File: src/rtl/fifo2axi_burst_writer.sv
// Write-side AXI4 burst master: drains a first-word-fall-through FIFO into a
// ring region [ADDR_BEGIN, ADDR_END) of MIG DDR3 memory. Bursts are clipped
// at the FIFO fill level, the ring end and 4KB page boundaries. A flush pulse
// lets short residue bursts go out.
module fifo2axi_burst_writer #(
    parameter int DATA_W     = 128,
    parameter int ADDR_W     = 28,
    parameter int ID_W       = 4,
    parameter int AXI_ID     = 0,
    parameter int AXI_LEN    = 31,
    parameter int ADDR_BEGIN = 0,
    parameter int ADDR_END   = 2048,
    parameter int CNT_W      = 9
) (
    input  logic                ui_clk,
    input  logic                ui_clk_sync_rst,
    input  logic                init_calib_complete,
    input  logic                addr_clr,
    input  logic                flush,
    output logic                fifo_rdreq,
    input  logic [DATA_W-1:0]   fifo_rddata,
    input  logic                fifo_empty,
    input  logic [CNT_W-1:0]    fifo_rd_cnt,
    input  logic                fifo_rst_busy,
    output logic [ID_W-1:0]     m_axi_awid,
    output logic [ADDR_W-1:0]   m_axi_awaddr,
    output logic [7:0]          m_axi_awlen,
    output logic [2:0]          m_axi_awsize,
    output logic [1:0]          m_axi_awburst,
    output logic                m_axi_awlock,
    output logic [3:0]          m_axi_awcache,
    output logic [2:0]          m_axi_awprot,
    output logic [3:0]          m_axi_awqos,
    output logic                m_axi_awvalid,
    input  logic                m_axi_awready,
    output logic [DATA_W-1:0]   m_axi_wdata,
    output logic [DATA_W/8-1:0] m_axi_wstrb,
    output logic                m_axi_wlast,
    output logic                m_axi_wvalid,
    input  logic                m_axi_wready,
    input  logic [ID_W-1:0]     m_axi_bid,
    input  logic [1:0]          m_axi_bresp,
    input  logic                m_axi_bvalid,
    output logic                m_axi_bready,
    output logic                busy,
    output logic                burst_done,
    output logic                bresp_err
);

    localparam int BPB       = DATA_W / 8;
    localparam int SHIFT     = $clog2(BPB);
    localparam int MAX_BEATS = AXI_LEN + 1;
    localparam logic [ADDR_W:0]   END_A   = (ADDR_W+1)'(ADDR_END);
    localparam logic [ADDR_W-1:0] BEGIN_A = ADDR_W'(ADDR_BEGIN);

    typedef enum logic [1:0] {ST_IDLE, ST_AW, ST_W, ST_B} state_t;

    state_t            state_reg, state_next;
    logic [ADDR_W-1:0] wr_addr_reg;
    logic [7:0]        awlen_reg;
    logic [7:0]        beat_reg;
    logic              flush_pend_reg;
    logic              clr_pend_reg;
    logic              bresp_err_reg;

    logic [ADDR_W:0]   ring_room;
    logic [12:0]       page_room;
    logic [8:0]        beats_calc;
    logic [ADDR_W:0]   burst_bytes;
    logic [ADDR_W:0]   addr_sum;
    logic              start_ok;

    // The write ID is not needed: only one burst is ever outstanding.
    logic unused_bid;
    assign unused_bid = ^m_axi_bid;

    // Room left (in beats) before the ring end and before the next 4KB page.
    assign ring_room = (END_A - {1'b0, wr_addr_reg}) >> SHIFT;
    assign page_room = (13'd4096 - {1'b0, wr_addr_reg[11:0]}) >> SHIFT;

    // Burst length: smallest of FIFO fill, max burst, ring room, page room.
    always_comb begin
        beats_calc = 9'(MAX_BEATS);
        if (32'(fifo_rd_cnt) < 32'(beats_calc)) beats_calc = 9'(fifo_rd_cnt);
        if (ring_room < (ADDR_W+1)'(beats_calc)) beats_calc = 9'(ring_room);
        if (page_room < 13'(beats_calc))         beats_calc = 9'(page_room);
    end

    // A zero-length result (stale count with a non-empty flag) never starts a burst.
    assign start_ok = (state_reg == ST_IDLE) && init_calib_complete && !fifo_rst_busy &&
                      !addr_clr && (beats_calc != 9'd0) &&
                      ((32'(fifo_rd_cnt) >= 32'(MAX_BEATS)) || (flush_pend_reg && !fifo_empty));

    assign burst_bytes = ((ADDR_W+1)'(awlen_reg) + (ADDR_W+1)'(1)) << SHIFT;
    assign addr_sum    = {1'b0, wr_addr_reg} + burst_bytes;

    // State register.
    always_ff @(posedge ui_clk) begin
        if (ui_clk_sync_rst) state_reg <= ST_IDLE;
        else                 state_reg <= state_next;
    end

    // Next-state logic and channel valid/ready strobes.
    always_comb begin
        state_next    = state_reg;
        m_axi_awvalid = 1'b0;
        m_axi_wvalid  = 1'b0;
        m_axi_bready  = 1'b0;
        case (state_reg)
            ST_IDLE: if (start_ok) state_next = ST_AW;
            ST_AW: begin
                m_axi_awvalid = 1'b1;
                if (m_axi_awready) state_next = ST_W;
            end
            ST_W: begin
                m_axi_wvalid = 1'b1;
                if (m_axi_wready && m_axi_wlast) state_next = ST_B;
            end
            ST_B: begin
                m_axi_bready = 1'b1;
                if (m_axi_bvalid) state_next = ST_IDLE;
            end
            default: state_next = ST_IDLE;
        endcase
    end

    // Write pointer, burst length, beat counter and the pending flags.
    always_ff @(posedge ui_clk) begin
        if (ui_clk_sync_rst) begin
            wr_addr_reg    <= BEGIN_A;
            awlen_reg      <= 8'd0;
            beat_reg       <= 8'd0;
            flush_pend_reg <= 1'b0;
            clr_pend_reg   <= 1'b0;
            bresp_err_reg  <= 1'b0;
        end else begin
            // A new flush request outranks the empty-FIFO clear.
            if (flush)
                flush_pend_reg <= 1'b1;
            else if (state_reg == ST_IDLE && fifo_empty)
                flush_pend_reg <= 1'b0;

            case (state_reg)
                ST_IDLE: begin
                    clr_pend_reg <= 1'b0;
                    if (addr_clr)
                        wr_addr_reg <= BEGIN_A;
                    else if (start_ok)
                        awlen_reg <= 8'(beats_calc - 9'd1);
                end
                ST_AW: begin
                    if (addr_clr) clr_pend_reg <= 1'b1;
                    if (m_axi_awready) beat_reg <= 8'd0;
                end
                ST_W: begin
                    if (addr_clr) clr_pend_reg <= 1'b1;
                    if (m_axi_wready) beat_reg <= beat_reg + 8'd1;
                end
                ST_B: begin
                    if (m_axi_bvalid) begin
                        bresp_err_reg <= bresp_err_reg | (m_axi_bresp != 2'b00);
                        clr_pend_reg  <= 1'b0;
                        if (clr_pend_reg || addr_clr || addr_sum >= END_A)
                            wr_addr_reg <= BEGIN_A;
                        else
                            wr_addr_reg <= addr_sum[ADDR_W-1:0];
                    end else if (addr_clr) begin
                        clr_pend_reg <= 1'b1;
                    end
                end
                default: ;
            endcase
        end
    end

    // The pointer is frozen for the whole burst, so it doubles as awaddr.
    assign m_axi_awaddr  = wr_addr_reg;
    assign m_axi_awlen   = awlen_reg;
    assign m_axi_awid    = ID_W'(AXI_ID);
    assign m_axi_awsize  = 3'(SHIFT);
    assign m_axi_awburst = 2'b01;
    assign m_axi_awlock  = 1'b0;
    assign m_axi_awcache = 4'b0011;
    assign m_axi_awprot  = 3'b000;
    assign m_axi_awqos   = 4'b0000;
    assign m_axi_wdata   = fifo_rddata;
    assign m_axi_wstrb   = '1;
    assign m_axi_wlast   = (state_reg == ST_W) && (beat_reg == awlen_reg);
    assign fifo_rdreq    = m_axi_wvalid & m_axi_wready;
    assign busy          = (state_reg != ST_IDLE);
    assign burst_done    = (state_reg == ST_B) && m_axi_bvalid;
    assign bresp_err     = bresp_err_reg;

endmodule

File: config.mk
export PLATFORM = sky130hd
export DESIGN_NAME = fifo2axi_burst_writer
export DESIGN_NICKNAME = d
export VERILOG_FILES = /design/src/rtl/fifo2axi_burst_writer.sv
export SDC_FILE = /design/constraint.sdc
export NUM_CORES = 1
export LEC_CHECK = 0
export ABC_AREA = 1
export BUFFER_PORTS_ARGS = -buffer_cell sky130_fd_sc_hd__buf_2
export CAP_MARGIN = 10
export CORE_AREA = 2 2 139 141
export CTS_CLUSTER_DIAMETER = 80
export DETAILED_ROUTE_END_ITERATION = 8
export DIE_AREA = 0 0 141 143
export SLEW_MARGIN = 20
export SYNTH_ARGS = -nofsm -noshare
export SYNTH_HDL_FRONTEND = slang
export SYNTH_SLANG_ARGS = --single-unit
File: constraint.sdc
create_clock -name ui_clk -period 8.9 [get_ports ui_clk]
set_input_delay 0.445 -clock ui_clk [delete_from_list [all_inputs] [get_ports ui_clk]]
set_output_delay 0.445 -clock ui_clk [all_outputs]
set_load 0.01 [all_outputs]
==> results.py <==
metrics = {
    "routing": {
        "wl_um": 12000,
        "ant_nets": 0,
        "drc": 0,
        "vias": 4139,
        "drt_first_pass_iters": 4,
        "via_per_inst": 4.49,
        "drt_iter0_drc": 227,
        "wl_per_cell_um": 13.0,
    },
    "layout": {
        "num_antenna_cells": 0,
        "largest_register_ffs": 24,
        "final_nets": 873,
        "areaGrowthSynthToFinish_pct": -7.11,
        "final_common_cell": "nand2_1",
        "layout_common_cells": "nand2_1, inv_1, buf_2",
        "drive_gt1_frac": 0.170,
        "final.fill_count": 2096,
    },
    "timing": {
        "maxSlewViolCount": 0,
        "fin_ws_ps": 4040,
        "min_period_ps": 4860,
        "fmax_mhz": 206,
        "max_slew_margin": 0.518,
        "setup_viol": 0,
        "timing.final.crit_share": 0.546,
        "rsz0062_at_grt": "false",
        "finalHoldViolCount": 0,
        "worst_pin_slew_ps": 721,
        "finClkSkew_ps": 5.38,
        "setup_tns_ps": 0,
    },
    "setup_path": {
        "critPathArrivalTime_ps": 5050,
        "cp_num_buf_inv": 2,
        "cp-start-kind": "register",
        "slowest_stage": "a211oi_2",
        "path_delay_family": "simple AND/OR/NAND/NOR gates",
        "worstReg2RegStart": "m_axi_awaddr[5]",
        "cpMostUsedCell": "nand2_1",
        "cp-end-kind": "register",
        "r2r_slack_ps": 4040,
        "required_ps": 9090,
        "critical_path.max_stage_delay_ps": 570,
        "r2r_cells": 31,
        "path_max_fanout": 18,
        "r2r-end": "state_reg[1]",
        "worstSetupPathType": "register to register",
    },
    "power_and_ir_drop": {
        "p_leak_nw": 2.31,
        "pwr-share-comb": 0.429,
        "cell_internal_pwr_mw": 0.506,
        "power.share.sequential": 0.278,
        "switching_share": 0.403,
        "power.density_nw_per_um2": 176,
        "clockPowerShare": 0.293,
        "power.switching_mw": 0.341,
        "vdd.ir_drop.worst_mv": 0.0901,
    },
    "floorplanning": {
        "rows": 50,
        "start_util": 0.278,
        "fp.dieW_um": 141,
        "io_pins": 362,
        "die_area_um2": 20200,
        "core_um2": 18600,
        "fp.dieH_um": 143,
    },
    "cts": {
        "cts.root.buffer_cell": "clkbuf_16",
        "cts_max_path_buffers": 2,
        "cts_buffers": 5,
        "clk_latency_ps": 290,
        "cts_sinks": 45,
        "cts_tree": "done",
        "clk_pin_slew_ps": 70,
        "cts_resized": 0,
        "holdBufCountCts": 0,
        "htreeDepth": 2,
        "cts_setup_buffers": 0,
    },
    "synth": {
        "syn_avg_cell_area_um2": 6.85,
        "synth_area_um2": 5170,
        "async_flop_share": 0,
        "yosys_warnings": 0,
        "synth_edf_count": 0,
        "syn_inst": 755,
        "yosysSeqAreaShare": 0.174,
        "dominantRegCellSynth": "dfxtp_1",
        "ys_ff_latch": 45,
        "yosysUniqueCellTypes": 45,
    },
    "outcome": {
        "outcome": "finished clean",
    },
    "place": {
        "routabilityCongestion": 0.860,
        "io_buffer_count": 60,
        "dp_hpwl_um": 9620,
        "pre_cts_ws_ps": 4040,
    },
    "min_path": {
        "min-delay-start": "flush",
        "hold_depth": 3,
        "min_to": "flush_pend_reg",
        "hold_class": "primary input to register",
    },
    "global_route": {
        "antenna_found_initial": 0,
        "grt_max_degree": 31,
        "grt_pass1_vias": 3851,
        "grt_first_pass_wirelength_um": 19500,
        "gr-usage-all-layers": 0.119,
        "grt_overflow": 0,
    },
    "run": {
        "maxCapViolCount": 0,
    },
}
-- stage by stage --
stage           util  power (mW)  area (um2)  hold WS (ps)  std cells
2_1_floorplan      -       0.586        5330           444        798
3_3_place_gp   0.248       0.598        4610           436        914
3_5_place_dp   0.248       0.602        4610           442        914
4_1_cts        0.259       0.855        4800           388        922
5_1_grt        0.259       0.917        4800           431        922
6_report       0.259       0.847        4800           395        922
-- layer usage --
| layer | wire (um) | vias up | GRT usage |
|---|---|---|---|
| met5 | 0 | - | 0 |
| met4 | 394 | 0 | 0.0400 |
| met3 | 1060 | 43 | 0.0389 |
| met2 | 4960 | 187 | 0.183 |
| met1 | 5570 | 1844 | 0.157 |
| li1 | - | 2065 | - |
-- worst max path at each step --
stage                               start              to  cells after the start
after floorplan           m_axi_awaddr[5]  m_axi_awlen[0]                     33
after global placement     fifo_rd_cnt[6]    state_reg[1]                     32
after detailed placement   fifo_rd_cnt[8]    state_reg[1]                     32
after CTS                 m_axi_awaddr[5]    state_reg[1]                     31
after global routing      m_axi_awaddr[5]    state_reg[1]                     33
final                     m_axi_awaddr[5]    state_reg[1]                     31
-- Yosys cell counts, types with 5 or more instances --
cell type  number  area [um2]
buf_4         169        1270
nand2_1       109         409
inv_1          85         319
nor2_1         59         221
dfxtp_1        45         901
a21oi_1        35         175
ha_1           32         400
xor2_1         32         280
nand3_1        31         155
nor3_1         30         150
o21ai_0        20         100
nand2_2        16         100
nand4_1        14        87.6
inv_2           6        22.5
o21ai_1         6        30.0
o22ai_1         6        37.5
xnor2_1         6        52.6
clkbuf_1        5        18.8
nor4_1          5        31.3
-- worst register-to-register path: cells and delay by family (launching register included) --
kind / cells / cell delay, ps
compound gates: 4 / 1090
buf+inv: 2 / 290
fa+ha+maj: 4 / 840
flops: 1 / 430
xor+xnor: 1 / 180
simple gates: 20 / 1880
-- power by group through the flow --
stage,combinational [mW],clock [mW],sequential [mW]
floorplan,0.350,0,0.236
finish,0.363,0.248,0.235
global route,0.417,0.262,0.238
global placement,0.359,0,0.239
detailed placement,0.362,0,0.239
CTS,0.366,0.254,0.235
-- final cells by class --
type / instances / area [um2] / area share
clock buffers: 5 / 125 / 0.0260
multi-input cells: 483 / 2770 / 0.576
repair buffers: 61 / 308 / 0.0641
inverters: 91 / 342 / 0.0711
well taps: 234 / 293 / 0.0610
flip-flops and latches: 45 / 901 / 0.188
clock inverters: 3 / 68.8 / 0.0143
-- kinds of logic after synthesis --
family                   synth area share
other                             0.00145
XOR/XNOR                           0.0644
buffers and inverters               0.323
AND/OR/NAND/NOR                     0.260
adder cells (fa/ha/maj)            0.0813
flip-flops                          0.174
AO/OA/AOI/OAI                      0.0958
Power figures use the tool's default switching activity.
